`src/rtl/uart_pkg.sv`:
```
// uart_pkg: shared UART state encoding, default rates and
// rate/counter helpers for the receiver, tick gen and transmitter.
package uart_pkg;

  typedef enum logic [2:0] {
    ST_IDLE,
    ST_START,
    ST_DATA,
    ST_STOP,
    ST_WAIT_IDLE
  } uart_state_e;

  localparam int DEF_CLK_HZ     = 100_000_000;
  localparam int DEF_BAUD_RT    = 115200;
  localparam int DEF_DATA_BITS  = 8;
  localparam int DEF_OVERSAMPLE = 16;

  // Integer division; never below 1 so a tick always exists.
  function automatic int calc_tick_div(
    input int clk_hz,
    input int baud_rt,
    input int oversample
  );
    int div;
    div = clk_hz / (baud_rt * oversample);
    return (div < 1) ? 1 : div;
  endfunction

  // Counter width for a terminal value, at least one bit.
  function automatic int cnt_width(input int terminal);
    return (terminal > 1) ? $clog2(terminal) : 1;
  endfunction

  localparam int DEF_TICK_DIV =
    calc_tick_div(DEF_CLK_HZ, DEF_BAUD_RT, DEF_OVERSAMPLE);
  localparam int DEF_BIT_CW = cnt_width(DEF_DATA_BITS);

endpackage

```
`src/rtl/uart_baud_tick.sv`:
```
// uart_baud_tick: free-running oversample tick, one pulse per TICK_DIV clocks.
// Ports: clk, reset (async active-low), tick (registered one-cycle pulse).
module uart_baud_tick
  import uart_pkg::*;
#(
  parameter int CLK_HZ     = DEF_CLK_HZ,
  parameter int BAUD_RT    = DEF_BAUD_RT,
  parameter int OVERSAMPLE = DEF_OVERSAMPLE
) (
  input  logic clk,
  input  logic reset,
  output logic tick
);

  localparam int TICK_DIV =
    calc_tick_div(CLK_HZ, BAUD_RT, OVERSAMPLE);
  localparam int CW = cnt_width(TICK_DIV);
  localparam logic [CW-1:0] CNT_LAST = CW'(TICK_DIV - 1);

  logic [CW-1:0] cnt_q, cnt_d;
  logic          tick_q, tick_d;

  always_comb begin
    cnt_d  = cnt_q + CW'(1);
    tick_d = 1'b0;
    if (cnt_q == CNT_LAST) begin
      cnt_d  = '0;
      tick_d = 1'b1;
    end
  end

  always_ff @(posedge clk or negedge reset) begin
    if (!reset) begin
      cnt_q  <= '0;
      tick_q <= 1'b0;
    end else begin
      cnt_q  <= cnt_d;
      tick_q <= tick_d;
    end
  end

  assign tick = tick_q;

endmodule

```
`src/rtl/uart_receive.sv`:
```
// uart_receive: oversampling UART receiver, LSB first, one stop bit.
// Ports: clk, reset (async low), rx_serial, rx_ack in; rx_data, rx_valid, rx_frame_err, rx_overrun, rx_busy out.
module uart_receive
  import uart_pkg::*;
#(
  parameter int CLK_HZ     = DEF_CLK_HZ,
  parameter int BAUD_RT    = DEF_BAUD_RT,
  parameter int DATA_BITS  = DEF_DATA_BITS,
  parameter int OVERSAMPLE = DEF_OVERSAMPLE
) (
  input  logic                 clk,
  input  logic                 reset,
  input  logic                 rx_serial,
  input  logic                 rx_ack,
  output logic [DATA_BITS-1:0] rx_data,
  output logic                 rx_valid,
  output logic                 rx_frame_err,
  output logic                 rx_overrun,
  output logic                 rx_busy
);

  localparam int TW = cnt_width(OVERSAMPLE);
  localparam int BW = cnt_width(DATA_BITS);
  localparam logic [TW-1:0] HALF_LAST = TW'(OVERSAMPLE / 2 - 1);
  localparam logic [TW-1:0] FULL_LAST = TW'(OVERSAMPLE - 1);
  localparam logic [BW-1:0] BIT_LAST  = BW'(DATA_BITS - 1);

  logic sync1_q, sync2_q;
  logic rx_s;
  logic tick;

  uart_state_e          state_q, state_d;
  logic [TW-1:0]        tcnt_q, tcnt_d;
  logic [BW-1:0]        bcnt_q, bcnt_d;
  logic [DATA_BITS-1:0] shift_q, shift_d;
  logic [DATA_BITS-1:0] data_q, data_d;
  logic                 valid_q, valid_d;
  logic                 ferr_q, ferr_d;
  logic                 ovr_q, ovr_d;
  logic                 busy_q, busy_d;

  always_ff @(posedge clk or negedge reset) begin
    if (!reset) begin
      sync1_q <= 1'b1;
      sync2_q <= 1'b1;
    end else begin
      sync1_q <= rx_serial;
      sync2_q <= sync1_q;
    end
  end

  assign rx_s = sync2_q;

  uart_baud_tick #(
    .CLK_HZ     (CLK_HZ),
    .BAUD_RT    (BAUD_RT),
    .OVERSAMPLE (OVERSAMPLE)
  ) u_tick (
    .clk   (clk),
    .reset (reset),
    .tick  (tick)
  );

  always_comb begin
    state_d = state_q;
    tcnt_d  = tcnt_q;
    bcnt_d  = bcnt_q;
    shift_d = shift_q;
    data_d  = data_q;
    valid_d = valid_q;
    ferr_d  = 1'b0;
    ovr_d   = ovr_q;

    // An ack only counts against a held byte; a good stop
    // in the same cycle re-arms rx_valid below.
    if (rx_ack && valid_q) begin
      valid_d = 1'b0;
      ovr_d   = 1'b0;
    end

    unique case (state_q)
      ST_IDLE: begin
        if (!rx_s) begin
          state_d = ST_START;
          tcnt_d  = '0;
        end
      end
      ST_START: begin
        if (tick) begin
          if (tcnt_q == HALF_LAST) begin
            tcnt_d  = '0;
            bcnt_d  = '0;
            state_d = rx_s ? ST_IDLE : ST_DATA;
          end else begin
            tcnt_d = tcnt_q + TW'(1);
          end
        end
      end
      ST_DATA: begin
        if (tick) begin
          if (tcnt_q == FULL_LAST) begin
            tcnt_d  = '0;
            shift_d = {rx_s, shift_q[DATA_BITS-1:1]};
            if (bcnt_q == BIT_LAST) begin
              bcnt_d  = '0;
              state_d = ST_STOP;
            end else begin
              bcnt_d = bcnt_q + BW'(1);
            end
          end else begin
            tcnt_d = tcnt_q + TW'(1);
          end
        end
      end
      ST_STOP: begin
        if (tick) begin
          if (tcnt_q == FULL_LAST) begin
            tcnt_d = '0;
            if (rx_s) begin
              data_d  = shift_q;
              valid_d = 1'b1;
              if (valid_q && !rx_ack) begin
                ovr_d = 1'b1;
              end
              state_d = ST_IDLE;
            end else begin
              ferr_d  = 1'b1;
              state_d = ST_WAIT_IDLE;
            end
          end else begin
            tcnt_d = tcnt_q + TW'(1);
          end
        end
      end
      ST_WAIT_IDLE: begin
        if (rx_s) begin
          state_d = ST_IDLE;
        end
      end
      default: state_d = ST_IDLE;
    endcase

    busy_d = (state_d != ST_IDLE);
  end

  always_ff @(posedge clk or negedge reset) begin
    if (!reset) begin
      state_q <= ST_IDLE;
      tcnt_q  <= '0;
      bcnt_q  <= '0;
      shift_q <= '0;
      data_q  <= '0;
      valid_q <= 1'b0;
      ferr_q  <= 1'b0;
      ovr_q   <= 1'b0;
      busy_q  <= 1'b0;
    end else begin
      state_q <= state_d;
      tcnt_q  <= tcnt_d;
      bcnt_q  <= bcnt_d;
      shift_q <= shift_d;
      data_q  <= data_d;
      valid_q <= valid_d;
      ferr_q  <= ferr_d;
      ovr_q   <= ovr_d;
      busy_q  <= busy_d;
    end
  end

  assign rx_data      = data_q;
  assign rx_valid     = valid_q;
  assign rx_frame_err = ferr_q;
  assign rx_overrun   = ovr_q;
  assign rx_busy      = busy_q;

endmodule
```
`config.mk`:
```
export PLATFORM = sky130hd
export DESIGN_NAME = uart_receive
export DESIGN_NICKNAME = d
export VERILOG_FILES = /design/src/rtl/uart_pkg.sv /design/src/rtl/uart_baud_tick.sv /design/src/rtl/uart_receive.sv
export SDC_FILE = /design/constraint.sdc
export NUM_CORES = 1
export LEC_CHECK = 0
export BUFFER_PORTS_ARGS = -buffer_cell sky130_fd_sc_hd__buf_2
export CORE_MARGIN = 2
export CORE_UTILIZATION = 55
export CTS_BUF_LIST = sky130_fd_sc_hd__clkbuf_8
export CTS_CLUSTER_DIAMETER = 80
export CTS_CLUSTER_SIZE = 16
export DETAILED_ROUTE_END_ITERATION = 10
export PLACE_DENSITY = 0.77
export REMOVE_ABC_BUFFERS = 1
export SYNTH_ARGS = -nofsm -noshare
export SYNTH_HDL_FRONTEND = slang
export SYNTH_SLANG_ARGS = --single-unit
```
`constraint.sdc`:
```
create_clock -name clk -period 1.6 [get_ports clk]
set_input_delay 0.32 -clock clk [delete_from_list [all_inputs] [get_ports clk]]
set_output_delay 0.32 -clock clk [all_outputs]
set_load 0.05 [all_outputs]
```
==> results.sh <==
export IMPL_finalClockSkew_ns=0.004744
export IMPL_grt_max_degree=31
export IMPL_maxSlewHeadroom_pct=58.49
export IMPL_gr_total_overflow=0
export IMPL_first_pass_iters=4
export IMPL_crit_start="state_q[1]"
export IMPL_dp_hpwl_um=2167
export IMPL_start_util_pct=58.95
export IMPL_cts_hold_fix_buffers=0
export IMPL_rr_worst_depth=5
export IMPL_grt_pass1_wl_um=4878
export IMPL_design_core_area_mm2=0.003103
export IMPL_worstSetupPathType="flop to flop"
export IMPL_mostFrequentLayoutCells="dfrtp_1, buf_2, buf_4"
export IMPL_port_buffers=15
export IMPL_finalSetupViolCount=0
export IMPL_syn_avg_cell_area_um2=13.07
export IMPL_fin_crit_ns=1.581
export IMPL_end_kind="flop"
export IMPL_regToRegSetupSlack_ns=0.02
export IMPL_holdWs_ns=0.04804
export IMPL_required_ns=1.77
export IMPL_routed_wl_um=3159
export IMPL_first_global_vias=1161
export IMPL_die_area_mm2=0.003803
export IMPL_met2_usage_pct=32.48
export IMPL_drive_gt1_share_pct=42.01
export IMPL_cts_tree="yes"
export IMPL_clkTransAtPathRegs_ns=0.07
export IMPL_critical_path_slowest_cell="dfrtp_1"
export IMPL_worstSetupStartpointType="flop"
export IMPL_routed_via_density=5.432
export IMPL_slowest_delay_ns=0.38
export IMPL_drv_slew=0
export IMPL_worstReg2RegEnd="bcnt_q[0]"
export IMPL_gp_congestion=0.8427
export IMPL_fillers=228
export IMPL_cellLeakagePower_uw=0.0009986
export IMPL_synth_edf_count=0
export IMPL_die_x_um=61.67
export IMPL_root_buffer="clkbuf_8"
export IMPL_syn2layout_area_growth_pct=16.48
export IMPL_rows=20
export IMPL_die_h_um=61.67
export IMPL_ys_ff_latch=39
export IMPL_path_max_fanout=9
export IMPL_maxCapViolCount=0
export IMPL_antenna_cells=0
export IMPL_finalHoldViolations=0
export IMPL_final_common_cell="dfrtp_1"
export IMPL_critPathArrivalTime_ns=1.75
export IMPL_cp_cell_sequence="buf_4 -> nor3b_1 -> a21oi_1 -> nor3_2 -> mux2_1"
export IMPL_syn_area_mm2=0.001829
export IMPL_io_pins=16
export IMPL_vdd_drop_max_v=0.0004954
export IMPL_postRouteAntennaNets=0
export IMPL_fmaxAchievable_mhz=632.6
export IMPL_hold_path_class="input port to asynchronous set/reset pin"
export IMPL_yosys_most_used_dff="dfrtp_1"
export IMPL_rsz0062_at_grt="true"
export IMPL_grt_use_met3_pct=5.042
export IMPL_ys_types=45
export IMPL_ys_seq_area_share_pct=53.49
export IMPL_use_met1_pct=19.84
export IMPL_fin_total_pwr_uw=1814
export IMPL_powerDensity_mw_per_mm2=851.2
export IMPL_rr_startpoint="state_q[1]"
export IMPL_htree_levels=2
export IMPL_cts_made_buffers=5
export IMPL_antenna_found_initial=0
export IMPL_worst_slew_pin_slew_ns=0.6226
export IMPL_synth_async_reset_ratio_pct=100.0
export IMPL_grt_busiest_layer="met2"
export IMPL_yosysWarnings=0
export IMPL_cts_sinks=39
export IMPL_clockBufferDepth=2
export IMPL_status="complete, no violations"
export IMPL_wl_per_cell_um=14.83
export IMPL_layout_nets=177
export IMPL_dr_total_vias=1157
export IMPL_drc=0
export IMPL_first_iter_violations=27
export IMPL_track_usage_pct=18.15
export IMPL_fin_crit_sh_pct=98.79
export IMPL_clk_insertion_delay_late_ns=0.28
export IMPL_synthCells=140
## cells in the mapped netlist, types with 2 or more instances
library cell	number	share of area, %
ha_1	5	3.4
xnor2_1	2	0.96
mux2i_1	2	1.1
a21oi_1	3	0.82
inv_1	6	1.2
nand4_1	2	0.68
mux2_2	8	4.9
nor3b_1	2	0.82
dfrtp_1	37	51
dfstp_2	2	2.9
o21ai_0	3	0.82
nor3_2	2	1.1
mux2_4	8	6.6
xor2_1	2	0.96
nor2_1	9	1.8
buf_6	4	2.5
o21ai_1	3	0.82
nor2b_1	2	0.68
nand2_1	7	1.4
nand3_1	5	1.4
a31oi_1	2	0.68
## layout make-up
cell class | count | area (µm²) | share of cell area (%)
Sequential cell | 39 | 979.7 | 45.98
Clock buffer | 5 | 68.82 | 3.230
Clock inverter | 3 | 43.79 | 2.055
Timing Repair Buffer | 26 | 157.7 | 7.399
Multi-Input combinational cell | 90 | 803.3 | 37.70
Tap cell | 44 | 55.05 | 2.584
Inverter | 6 | 22.52 | 1.057
## sequential cells by signal, summed over array words and instances, names as in the netlist, named ones only
register and flops:
bcnt_q 3, rx_busy 1, rx_data 8, rx_frame_err 1
rx_s 1, rx_valid 1, shift_q 8, state_q 3
sync1_q 1, tcnt_q 4, u_tick.cnt_q 6, u_tick.tick 1
## layer usage
metal	vias to the layer above	share of wire, %
li1	551	-
met1	576	44
met2	23	50
met3	7	3.5
met4	0	1.7
met5	-	0
## worst max-delay path by stage
stage / end / slack [ns] / cells past startpoint
after floorplan: rx_busy / 0.03 / 5
after global placement: rx_busy / 0.07 / 5
after detailed placement: rx_busy / -0.007 / 5
after CTS: rx_busy / 0.02 / 5
after global routing: bcnt_q[0] / -0.07 / 5
final: bcnt_q[0] / 0.02 / 5
## stage by stage
stage	utilization [%]	instance area, µm²	setup TNS [ns]	worst slack, ns	std cells
floorplan	-	1777	0	0.02731	135
global placement	63.39	1967	0	0.07053	202
detailed placement	63.39	1967	-0.007285	-0.007285	202
CTS	67.74	2102	0	0.01779	212
global route	68.67	2131	-0.2178	-0.06981	213
finish	68.67	2131	0	0.01934	213
## worst max-delay path, delay by kind of cell (launching register included)
kind / cells / cell delay, ns
DFF: 1 / 0.38
muxes: 1 / 0.34
and+or+nand+nor: 2 / 0.46
AOI/OAI and AO/OA: 1 / 0.12
buffers and inverters: 1 / 0.17
## cell families (layout without fill, tap and decap cells)
family	after synthesis	in the layout	share of synthesized area (%)
flip-flops	39	39	53.49
AND/OR/NAND/NOR	40	40	14.02
adder cells (fa/ha/maj)	5	5	3.420
multiplexers	19	19	13.20
AO/OA/AOI/OAI	22	22	9.849
XOR/XNOR	4	4	1.916
buffers and inverters	11	40	4.104
## report_power, final
part | internal [µW] | switching [µW] | total, µW
clock | 464 | 331 | 795
sequential | 990 | 3.24 | 993
combinational | 5.96 | 19.8 | 25.7
## timing repair
action | CTS | global route
pin swaps | 1 | 3
buffers inserted | 2 | 1
setup endpoints to repair | 1 | 22
gates resized for setup | 1 | 7
Power figures use the tool's default switching activity.
